### src/rtl/sdram_read_arb.sv
// Round-robin read arbiter: grants one cache miss-handler burst at a time,
// splits it into single-word SDRAM reads and routes returned words back to the owner.
`timescale 1ns/1ps
module sdram_read_arb #(
  parameter  int NUM_CACHES = 3,
  parameter  int MAX_TRANS  = 16,
  localparam int TS_W       = $clog2(MAX_TRANS)
) (
  input  logic                                clk,
  input  logic                                rst,
  input  logic [NUM_CACHES-1:0][24:0]         addr_cache_to_sdram,
  input  logic [NUM_CACHES-1:0][TS_W-1:0]     transSize,
  input  logic [NUM_CACHES-1:0]               readReq,
  output logic [NUM_CACHES-1:0]               readValid_out,
  output logic [NUM_CACHES-1:0][31:0]         readData,
  output logic [NUM_CACHES-1:0]               doneRead,
  output logic                                mem_rd_req,
  output logic [24:0]                         mem_rd_addr,
  input  logic                                mem_rd_ready,
  input  logic                                mem_rd_valid,
  input  logic [31:0]                         mem_rd_data,
  output logic                                stray_err
);

  localparam int ID_W = (NUM_CACHES > 1) ? $clog2(NUM_CACHES) : 1;

  typedef enum logic [1:0] {IDLE, ISSUE, DONE} state_t;

  state_t            state, state_next;
  logic [ID_W-1:0]   ptr_q, id_q;
  logic [24:0]       start_q;
  logic [TS_W:0]     words_q, issued_q, received_q;
  logic              rvalid_q, done_q;
  logic [31:0]       rdata_q;

  logic              gnt_found;
  logic [ID_W-1:0]   gnt_id, ptr_next, idx;
  int                cand;
  logic              req_fire, rsp_ok, last_rsp;

  // Round-robin pick: first requester at or after ptr_q, wrapping.
  always_comb begin
    // NOTE: every comb output gets a default first so no path can infer a latch.
    gnt_found = 1'b0;
    gnt_id    = '0;
    idx       = '0;
    cand      = 0;
    for (int k = 0; k < NUM_CACHES; k++) begin
      if (!gnt_found) begin
        cand = int'(ptr_q) + k;
        if (cand >= NUM_CACHES) cand = cand - NUM_CACHES;
        idx = ID_W'(cand);
        if (readReq[idx]) begin
          gnt_found = 1'b1;
          gnt_id    = idx;
        end
      end
    end
    cand     = int'(gnt_id) + 1;
    ptr_next = (cand >= NUM_CACHES) ? '0 : ID_W'(cand);
  end

  assign mem_rd_req  = (state == ISSUE) && (issued_q < words_q);
  assign mem_rd_addr = start_q + 25'(issued_q);
  assign req_fire    = mem_rd_req && mem_rd_ready;
  assign rsp_ok      = mem_rd_valid && (state == ISSUE) && (received_q < words_q);
  assign last_rsp    = rsp_ok && ((received_q + 1'b1) == words_q);

  always_comb begin
    state_next = state;
    unique case (state)
      IDLE:    if (gnt_found) state_next = ISSUE;
      ISSUE:   if (last_rsp)  state_next = DONE;
      DONE:                   state_next = IDLE;
      default:                state_next = IDLE;
    endcase
  end

  always_ff @(posedge clk or negedge rst) begin
    // NOTE: non-blocking so every register samples pre-edge values.
    if (!rst) state <= IDLE;
    else      state <= state_next;
  end

  always_ff @(posedge clk or negedge rst) begin
    if (!rst) begin
      ptr_q      <= '0;
      id_q       <= '0;
      start_q    <= '0;
      words_q    <= '0;
      issued_q   <= '0;
      received_q <= '0;
      rvalid_q   <= 1'b0;
      rdata_q    <= '0;
      done_q     <= 1'b0;
      stray_err  <= 1'b0;
    end else begin
      if (state == IDLE && gnt_found) begin
        id_q       <= gnt_id;
        start_q    <= addr_cache_to_sdram[gnt_id];
        words_q    <= (TS_W+1)'(transSize[gnt_id]) + (TS_W+1)'(1);
        issued_q   <= '0;
        received_q <= '0;
        ptr_q      <= ptr_next;
      end else begin
        // Issue and return paths advance independently within a burst.
        if (req_fire) issued_q   <= issued_q + 1'b1;
        if (rsp_ok)   received_q <= received_q + 1'b1;
      end
      rvalid_q <= rsp_ok;
      rdata_q  <= rsp_ok ? mem_rd_data : '0;
      done_q   <= last_rsp;
      if (mem_rd_valid && !rsp_ok) stray_err <= 1'b1;
    end
  end

  // Only the granted lane ever sees a strobe, data or done pulse.
  always_comb begin
    readValid_out       = '0;
    doneRead            = '0;
    readData            = '0;
    readValid_out[id_q] = rvalid_q;
    doneRead[id_q]      = done_q;
    readData[id_q]      = rdata_q;
  end

endmodule

### config.mk
export PLATFORM = sky130hd
export DESIGN_NAME = sdram_read_arb
export DESIGN_NICKNAME = d
export VERILOG_FILES = /design/src/rtl/sdram_read_arb.sv
export SDC_FILE = /design/constraint.sdc
export NUM_CORES = 1
export LEC_CHECK = 0
export CAP_MARGIN = 10
export CORE_ASPECT_RATIO = 1.75
export CORE_MARGIN = 2
export CORE_UTILIZATION = 38
export CTS_CLUSTER_SIZE = 25
export DETAILED_ROUTE_END_ITERATION = 10
export GPL_TIMING_DRIVEN = 0
export MAX_ROUTING_LAYER = met4
export PLACE_DENSITY = 0.79
export SYNTH_ARGS = -nofsm -noshare
export SYNTH_HDL_FRONTEND = slang
export SYNTH_SLANG_ARGS = --single-unit
### constraint.sdc
create_clock -name clk -period 2.4 [get_ports clk]
set_input_delay 0.24 -clock clk [delete_from_list [all_inputs] [get_ports clk]]
set_output_delay 0.24 -clock clk [all_outputs]
set_load 0.03 [all_outputs]
==> reports/summary.txt, run 1 <==
final wirelength -> 17100 µm
Post-Syn Nets -> 707
vias -> 5218
global-route met3 utilization -> 5.00%
CTS tree -> yes
arrival time worst endpoint -> 2.33 ns
CTS sink count -> 81
CP cell instances -> ha_4, fa_2, a21o_1, a21oi_4, o21bai_4, and4_4, nand3_2, xnor2_2, buf_6
max incr delay on CP -> 0.43 ns
# DRC -> 0
routing usage on met2 -> 44.7%
Synth cell types -> 48
failing checks -> setup timing
Inserted Clock Buffers -> 9
Core ar. -> 13800 µm²
Hold Vio Cnt, Final -> 0
Post-Synthesis Mean Instance Area -> 9.44 µm²
routed length per instance -> 16.4 µm
initial core utilization -> 38.4%
CP max FO -> 3
FFs w/ async S/R, synth -> 100%
RSZ-0062 raised after global routing -> yes
Boundary Pins -> 255
cell taking the most area after synthesis -> dfrtp_1
P&R area growth vs syn -> 76.4%
number of synthesized flops with an enable pin -> 0
Die Footprint -> 14900 µm²
FP Rows -> 57
count of pins over their slew limit -> 0
GRT busiest layer -> met2
H-tree depth -> 3
Skew-Pair Late Insertion Delay -> 0.34 ns
count leader, synth -> and2_1
Clock Skew -> 0.00784 ns
hold slack -> 0.303 ns
crit path max-delay cell type -> dfrtp_2
root buffer cell -> clkbuf_16
CP Class -> reg -> out
Syn. warnings -> 0
Worst Setup Slack, final -> -0.173 ns
maximum achievable frequency -> 389 MHz
GR Overflow Total -> 0
top-area cell type share of the netlist area -> 38.4%
DRT Pass-1 Iters -> 4
worst min path class -> in -> async
Via density -> 5.00
Cells after Synth -> 560
setup total negative slack -> -2.77 ns
CP Launch Type -> flip-flop
worst slew pin tran -> 0.589 ns
clock tree buffer depth -> 2
P per Cell Area -> 1250 nW/µm²
top cells by count, synth -> and2_1 (135), dfrtp_1 (81), nand2_1 (44), mux2i_1 (29), mux2_2 (27)
pin count of the biggest net entering global routing -> 69
Fill cells -> 1093
period utilization -> 107%
Total Nets Final -> 1009
status -> finished, violations left
drt initial violations -> 116
Tot Pwr -> 11.6 mW
initial antenna violation count -> 0
Buf/Inv on CP -> 1
number of global-route vias before repair -> 5199
Max Cap Viol -> 0
routability cong. -> 0.855
number of synthesized register bits -> 81
Die Ht -> 160 µm
cell family with most CP delay -> adder cells
VDD IR max -> 0.628 mV
Placed Area -> 8110 µm²
Synth area leaders -> dfrtp_1 (38%), and2_1 (16%), mux2_2 (5.8%)
Tmin final -> 2.57 ns
hpwl dp -> 12800 µm
GR Util met1 -> 22.3%
gr usage total -> 23.1%
share of layout cells above drive strength 1 -> 24.0%
Die X -> 93.1 µm
Final Cell Area -> 9320 µm²
Diodes inserted -> 0
antenna-violating nets left -> 0
Slew headroom -> 60.6%
first-pass GRT wire length -> 26100 µm
Reg clk slew, reported paths -> 0.07 ns
sequential-to-total area share from yosys stat -> 38.4%
leakage -> 4.78 nW
I/O Buffers -> 254
Crit. End Element -> primary output
final setup vio count -> 34
CP Data Required Time -> 2.16 ns
top_reg_cell synth -> dfrtp_1
synthesized area -> 5280 µm²
per-layer routing:
metal	part of all wire, %	up-vias
met5	0	-
met1	34	2490
li1	-	2503
met2	58	198
met4	1.8	0
met3	5.7	27
registers in the layout (all words and copies together), names as in the netlist:
signal,flops
rdata_q,32
start_q,25
issued_q,5
received_q,5
words_q,5
id_q,2
ptr_q,2
state,2
done_q,1
rvalid_q,1
stray_err,1
final timing paths:
| path | from | to | slack (ns) | cells past startpoint |
|---|---|---|---|---|
| max in group asynchronous | rst | id_q[1] | 1.49 | 3 |
| min reg2reg | stray_err | stray_err | 0.48 | 1 |
| min | rst | rdata_q[27] | 0.30 | 2 |
| max | issued_q[0] | mem_rd_addr[10] | -0.17 | 9 |
| min in group clk | mem_rd_data[9] | rdata_q[9] | 0.45 | 2 |
| max reg2reg | ptr_q[0] | start_q[19] | -0.14 | 11 |
through the flow:
step           cells  utilization [%]  worst slack, ns
3_5_place_dp     992             58.9           -0.842
2_1_floorplan    560                -          -0.0500
6_report        1044             67.7           -0.173
3_3_place_gp     991             58.8            -1.89
5_1_grt         1044             67.7           -0.248
4_1_cts         1034             64.9           -0.210
cell families after synthesis:
| family | share of synthesized area [%] |
|---|---|
| AO/OA/AOI/OAI | 8.31 |
| XOR/XNOR | 5.47 |
| buffers and inverters | 3.39 |
| adder cells (fa/ha/maj) | 5.11 |
| multiplexers | 11.7 |
| flip-flops | 38.4 |
| AND/OR/NAND/NOR | 27.7 |
timing repair:
| action | in CTS | in global routing |
|---|---|---|
| setup endpoints to repair | 177 | 119 |
| cloned | 0 | 2 |
| pin swaps | 34 | 26 |
| resized for setup | 272 | 89 |
| hold buffers | 1 | 0 |
| endpoints found under the hold margin | 13 | 0 |
| setup buffers | 25 | 11 |
placed cells by master, fill, tap and decap left out, types with 6 or more instances in the layout:
cell type / count
clkdlybuf4s50_1: 155
buf_4: 42
inv_1: 11
clkbuf_2: 12
nor2_1: 11
nand2_1: 41
nor2_4: 7
xnor2_2: 8
mux2i_1: 23
o21ai_0: 14
buf_6: 16
ha_1: 13
a21o_1: 6
and2_1: 134
dlygate4sd2_1: 43
clkbuf_16: 11
mux2_2: 21
mux2_4: 7
dfrtp_1: 76
nand4_1: 7
o21ai_1: 24
xor2_1: 10
a21oi_1: 7
ha_4: 7
xnor2_1: 13
dlymetal6s2s_1: 33
worst reg2reg max path, cell delays in order, from the launching register on:
cell and delay (ns):
dfrtp_2 0.44, inv_2 0.07, ha_4 0.35, a21boi_4 0.08, nor4_4 0.40, nor3_4 0.11, buf_6 0.15, buf_12 0.13
clkbuf_16 0.15, mux2i_1 0.17, o21ai_1 0.12, mux2_4 0.26
area by class of cell:
class,count,area (µm²),share of cell area [%]
Buffer,24,170,1.83
Clock buffer,10,239,2.56
Clock inverter,6,48.8,0.524
Inverter,13,48.8,0.524
Multi-Input combinational cell,439,3600,38.6
Sequential cell,81,2030,21.8
Tap cell,177,221,2.38
Timing Repair Buffer,294,2960,31.8
power breakdown:
group	internal, mW	switching, mW
logic	3.67	4.08
registers	1.94	0.595
clock network	0.740	0.595
total	6.35	5.27
No activity file was read; power rests on OpenSTA's default activity.
==> inputs of run 2 (changes only) <==
--- a/config.mk
+++ b/config.mk
@@ -14,6 +14,7 @@
 export GPL_TIMING_DRIVEN = 0
 export MAX_ROUTING_LAYER = met4
 export PLACE_DENSITY = 0.79
+export SLEW_MARGIN = 30
 export SYNTH_ARGS = -nofsm -noshare
 export SYNTH_HDL_FRONTEND = slang
 export SYNTH_SLANG_ARGS = --single-unit
==> reports/summary.txt, run 2 (synthesized netlist as in run 1, its figures left out) <==
P_int -> 6.35 mW (about the same)
Die Ht -> 160 µm (unchanged)
Net Sw Frac -> 45.3% (-0.047 points)
setup total negative slack -> -2.75 ns (+0.0232 ns)
leakage -> 4.78 nW (about the same)
Tmin final -> 2.57 ns (-0.000117 ns)
met2 wire length -> 9940 µm (-0.11%)
first-pass GRT wire length -> 26100 µm (-0.11%)
CP Launch Type -> flip-flop
period utilization -> 107% (about the same)
DRT met1 WL -> 5820 µm (-1.1%)
I/O Buffers -> 254 (unchanged)
max layer used -> met4
hpwl dp -> 12800 µm (about the same)
initial core utilization -> 38.4% (unchanged)
drt initial violations -> 129 (+11%)
RSZ-0062 raised after global routing -> yes
FP Rows -> 57 (unchanged)
root buffer cell -> clkbuf_16
antenna-violating nets left -> 0 (unchanged)
gr usage total -> 23.1% (unchanged)
Worst Setup Slack, final -> -0.173 ns (+0.000117 ns)
pin count of the biggest net entering global routing -> 69 (unchanged)
routability cong. -> 0.855 (unchanged)
r2r startpoint -> ptr_q[0]
Tot Pwr -> 11.6 mW (about the same)
FF-to-FF End -> start_q[19]
Crit. End Element -> primary output
Slew headroom -> 61.3% (+0.75 points)
failing checks -> setup timing
Clock Skew -> 0.00785 ns (+0.00000807 ns)
GR Overflow Total -> 0 (unchanged)
Met3 Wirelength -> 1010 µm (+2.7%)
biggest regs -> rdata_q x32, start_q x25
Total Nets Final -> 1009 (unchanged)
P&R area growth vs syn -> 76.4% (about the same)
switching pwr -> 5.26 mW (-0.19%)
Seq pwr share -> 21.8% (about the same)
arrival time worst endpoint -> 2.33 ns (about the same)
VDD IR max -> 0.627 mV (-0.11%)
Core ar. -> 13800 µm² (unchanged)
maximum achievable frequency -> 389 MHz (about the same)
Die X -> 93.1 µm (unchanged)
Boundary Pins -> 255 (unchanged)
Inserted Clock Buffers -> 9 (unchanged)
number of global-route vias before repair -> 5191 (-0.15%)
largest reg by FF count -> rdata_q
CTS sink count -> 81 (unchanged)
clock tree buffer depth -> 2 (unchanged)
CP Data Required Time -> 2.16 ns (about the same)
Skew-Pair Late Insertion Delay -> 0.34 ns (about the same)
FF-to-FF path depth -> 11 (unchanged)
Diodes inserted -> 0 (unchanged)
Max Cap Viol -> 0 (unchanged)
hold slack -> 0.291 ns (-0.0115 ns)
reg2reg setup slack -> -0.14 ns (about the same)
share of layout cells above drive strength 1 -> 24.0% (unchanged)
vias -> 5203 (-0.29%)
worst slew pin tran -> 0.578 ns (-0.0112 ns)
routed length per instance -> 16.4 µm (-0.29%)
status -> finished, violations left
Clk network pwr share -> 11.5% (about the same)
DRT Pass-1 Iters -> 4 (unchanged)
CTS tree -> yes
initial antenna violation count -> 0 (unchanged)
most common cell after layout, fill and taps aside -> clkdlybuf4s50_1
Die Footprint -> 14900 µm² (unchanged)
final wirelength -> 17100 µm (-0.29%)
count of pins over their slew limit -> 0 (unchanged)
Largest register FFs -> 32 (unchanged)
final setup vio count -> 34 (unchanged)
final core utilization -> 67.7% (about the same)
Via density -> 4.98 (-0.29%)
Hold Vio Cnt, Final -> 0 (unchanged)
# DRC -> 0 (unchanged)
H-tree depth -> 3 (unchanged)
worst min path class -> in -> async
commonest non-fill, non-tap cells in the layout -> clkdlybuf4s50_1 (155), and2_1 (134), dfrtp_1 (76)
Fill cells -> 1093 (unchanged)
CP max FO -> 3 (unchanged)
Reg clk slew, reported paths -> 0.07 ns (about the same)
P per Cell Area -> 1250 nW/µm² (-0.13%)
CP Class -> reg -> out
Gate power share -> 66.7% (about the same)
run 2: worst max path at each step:
stage | slack [ns] | from | depth (start not counted) | endpoint
2_1_floorplan | -0.05 | issued_q[0] | 8 | mem_rd_addr[18]
3_3_place_gp | -1.89 | rst | 1 | start_q[15]
3_5_place_dp | -0.84 | issued_q[0] | 10 | mem_rd_addr[24]
4_1_cts | -0.21 | issued_q[0] | 9 | mem_rd_addr[10]
5_1_grt | -0.25 | issued_q[0] | 10 | mem_rd_addr[24]
6_report | -0.17 | issued_q[0] | 9 | mem_rd_addr[10]
run 2: through the flow:
step           std cells  instance area, µm²  setup slack (ns)
5_1_grt             1044                9320            -0.248
6_report            1044                9320            -0.173
3_3_place_gp         991                8090             -1.89
3_5_place_dp         992                8120            -0.842
4_1_cts             1034                8940            -0.210
2_1_floorplan        560                5320           -0.0500
run 2: metal layers:
layer,global-route usage [%],up-vias
li1,-,2501
met1,22.4,2477
met4,6.62,0
met2,44.7,198
met5,-,-
met3,4.95,27
run 2: cell type report:
cell class                 instances  area, µm²  area share [%]
multi-input combinational        439       3600            38.6
timing repair buffer             294       2960            31.8
sequential                        81       2030            21.8
clock buffer                      10        239            2.56
tap                              177        221            2.38
buffer                            24        170            1.83
clock inverter                     6       48.8           0.523
inverter                          13       48.8           0.523
run 2: power groups by stage:
stage                     clock network, mW  logic [mW]  registers (mW)
after floorplan                           0        4.32            2.31
after global placement                    0        6.52            2.43
after detailed placement                  0        6.61            2.46
after CTS                              1.35        7.31            2.49
after global routing                   1.42        8.30            2.61
final                                  1.33        7.75            2.53
run 2: worst max-delay path, cell delays in order (launching register included):
cell and delay [ns]:
dfrtp_2 0.43, ha_4 0.17, fa_2 0.34, a21o_1 0.22, a21oi_4 0.19, o21bai_4 0.10, and4_4 0.17, nand3_2 0.09
xnor2_2 0.12, buf_6 0.15
run 2: what timing repair did:
action	CTS	global route
hold buffers	1	0
endpoints found under the hold margin	13	0
resized for setup	272	89
setup buffers	25	11
setup endpoints to repair	177	119
pin swaps	34	26
gates cloned	0	2
==> inputs of run 3 (changes only) <==
--- a/config.mk
+++ b/config.mk
@@ -7,13 +7,14 @@
 export LEC_CHECK = 0
 export CAP_MARGIN = 10
 export CORE_ASPECT_RATIO = 1.75
-export CORE_MARGIN = 2
-export CORE_UTILIZATION = 38
+export CORE_MARGIN = 8
+export CORE_UTILIZATION = 42
 export CTS_CLUSTER_SIZE = 25
 export DETAILED_ROUTE_END_ITERATION = 10
 export GPL_TIMING_DRIVEN = 0
 export MAX_ROUTING_LAYER = met4
-export PLACE_DENSITY = 0.79
+export PLACE_DENSITY = 0.82
+export REMOVE_ABC_BUFFERS = 1
 export SLEW_MARGIN = 30
 export SYNTH_ARGS = -nofsm -noshare
 export SYNTH_HDL_FRONTEND = slang
==> constraint.sdc (replaced) <==
create_clock -name clk -period 2.45 [get_ports clk]
set_input_delay 0.245 -clock clk [delete_from_list [all_inputs] [get_ports clk]]
set_output_delay 0.245 -clock clk [all_outputs]
set_load 0.03 [all_outputs]
==> reports/summary.txt, run 3 (synthesized netlist as in run 1, its figures left out) <==
CP Class -> reg -> out
dpl ws -> -0.940 ns (-0.0976 ns)
H-tree depth -> 3 (unchanged)
Gate power share -> 66.9% (+0.2 points)
number of global-route vias before repair -> 5696 (+9.7%)
DRT Pass-1 Iters -> 4 (unchanged)
pin count of the biggest net entering global routing -> 44 (-36%)
gr usage total -> 23.8% (+0.74 points)
CP Data Required Time -> 2.20 ns (+0.04 ns)
root buffer cell -> clkbuf_16
Die Footprint -> 16600 µm² (+11%)
Seq pwr share -> 21.3% (-0.5 points)
maximum achievable frequency -> 377 MHz
CTS tree -> yes
CP max FO -> 4 (+1)
worst min path class -> in -> async
worst slew pin tran -> 0.521 ns (-0.0564 ns)
arrival time worst endpoint -> 2.41 ns (+0.08 ns)
share of layout cells above drive strength 1 -> 22.9% (-1.1 points)
hpwl dp -> 14600 µm (+15%)
final setup vio count -> 27 (-21%)
period utilization -> 108%
initial antenna violation count -> 0 (unchanged)
initial core utilization -> 42.7% (+4.3 points)
Crit. End Element -> primary output
routability cong. -> 0.860 (+0.60%)
P per Cell Area -> 1270 nW/µm² (+1.9%)
max incr delay on CP -> 0.39 ns (-0.04 ns)
Via density -> 5.11 (+2.6%)
Core ar. -> 12400 µm² (-10%)
Post-Layout Cell Count -> 1033 (-1.1%)
routed length per instance -> 19.1 µm (+17%)
commonest non-fill, non-tap cells in the layout -> clkdlybuf4s50_1 (229), and2_1 (134), dfrtp_1 (76)
failing checks -> setup timing
FP Rows -> 54 (-5.3%)
GR Overflow Total -> 0 (unchanged)
Diodes inserted -> 0 (unchanged)
antenna-violating nets left -> 0 (unchanged)
# DRC -> 0 (unchanged)
crit path max-delay cell type -> dfrtp_1
I/O Buffers -> 254 (unchanged)
Max Cap Viol -> 0 (unchanged)
drt initial violations -> 159 (+23%)
Final Cell Area -> 9320 µm² (unchanged)
Tmin final -> 2.65 ns
clock tree buffer depth -> 2 (unchanged)
Skew-Pair Late Insertion Delay -> 0.33 ns (about the same)
most common cell after layout, fill and taps aside -> clkdlybuf4s50_1
switching pwr -> 5.28 mW (+0.32%)
status -> finished, violations left
P_int -> 6.54 mW (+3.1%)
Inserted Clock Buffers -> 9 (unchanged)
Boundary Pins -> 255 (unchanged)
vias -> 5280 (+1.5%)
Reg clk slew, reported paths -> 0.06 ns (about the same)
count of pins over their slew limit -> 0 (unchanged)
Total Nets Final -> 1008 (-0.099%)
reg2reg setup slack -> -0.08 ns (+0.06 ns)
first-pass GRT wire length -> 29800 µm (+14%)
Net Sw Frac -> 44.7% (-0.68 points)
number of cells after detailed placement -> 965 (-2.7%)
Largest register FFs -> 32 (unchanged)
Worst Setup Slack, final -> -0.201 ns (-0.0284 ns)
final wirelength -> 19800 µm (+16%)
Tot Pwr -> 11.8 mW (+1.9%)
biggest regs -> rdata_q x32, start_q x25
VDD IR max -> 0.872 mV (+39%)
Placed Area -> 8080 µm² (-0.49%)
RSZ-0062 raised after global routing -> yes
P&R area growth vs syn -> 76.4% (unchanged)
CTS sink count -> 81 (unchanged)
CP Launch Type -> flip-flop
Die X -> 101 µm (+8.2%)
Slew headroom -> 65.1% (+3.8 points)
Clk network pwr share -> 11.9% (+0.4 points)
Die Ht -> 164 µm (+2.7%)
Clock Skew -> 0.00762 ns (-0.000231 ns)
CP cell instances -> ha_4, fa_2, a21o_1, a21oi_4, o21bai_4, nand3_4, nor2_4, nand3_2, xnor2_2, buf_6
Hold Vio Cnt, Final -> 0 (unchanged)
largest reg by FF count -> rdata_q
leakage -> 4.06 nW (-15%)
==> run 3: final cells by class <==
class                      count  area, µm²
tap                          168        210
multi-input combinational    441       3600
fill                         880       3040
clock inverter                 6       83.8
timing repair buffer         315       3120
inverter                      13       48.8
clock buffer                   9        225
sequential                    81       2030
==> run 3: layer usage <==
metal,vias to the layer above,GRT usage (%),part of all wire (%)
met5,-,-,0
li1,2496,-,-
met1,2479,23.5,36
met3,33,8.06,11
met4,0,8.86,2.2
met2,272,42.1,52
==> run 3: per-stage QoR <==
stage	setup TNS [ns]	hold slack, ns	utilization (%)
2_1_floorplan	-46.42	-0.0506	-
3_3_place_gp	-271.87	0.448	63.9
3_5_place_dp	-25.49	0.166	65.3
4_1_cts	-8.94	0.385	71.9
5_1_grt	-5.79	0.425	75.4
6_report	-2.32	0.383	75.4
==> run 3: worst paths after layout <==
kind                                       from         endpoint  cells after the start
max in group asynchronous                   rst         ptr_q[0]                      3
worst min register to register        stray_err        stray_err                      1
worst max register to register         ptr_q[0]       words_q[3]                     11
min in group clk                mem_rd_data[16]      rdata_q[16]                      2
worst min-delay path                        rst      start_q[23]                      2
worst max-delay path                 start_q[0]  mem_rd_addr[20]                     10
==> run 3: critical path: cells and delay by family, from the launching register on <==
| family | cells | cell delay, ns |
|---|---|---|
| simple gates | 3 | 0.51 |
| buf+inv | 1 | 0.16 |
| compound gates | 3 | 0.47 |
| xor+xnor | 1 | 0.18 |
| flops | 1 | 0.39 |
| fa+ha+maj | 2 | 0.36 |
==> run 3: timing repair <==
action,CTS,global route
hold buffers,1,0
endpoints found under the hold margin,38,0
setup buffers,26,25
gates cloned,3,0
pin swaps,35,30
gates resized for setup,186,74
setup endpoints to repair,135,143
==> run 3: power groups by stage <==
stage / combinational (mW) / sequential (mW) / clock [mW]
5_1_grt: 8.45 / 2.59 / 1.49
4_1_cts: 7.27 / 2.43 / 1.42
2_1_floorplan: 4.08 / 2.25 / 0
3_5_place_dp: 6.48 / 2.44 / 0
3_3_place_gp: 6.15 / 2.39 / 0
6_report: 7.91 / 2.51 / 1.40
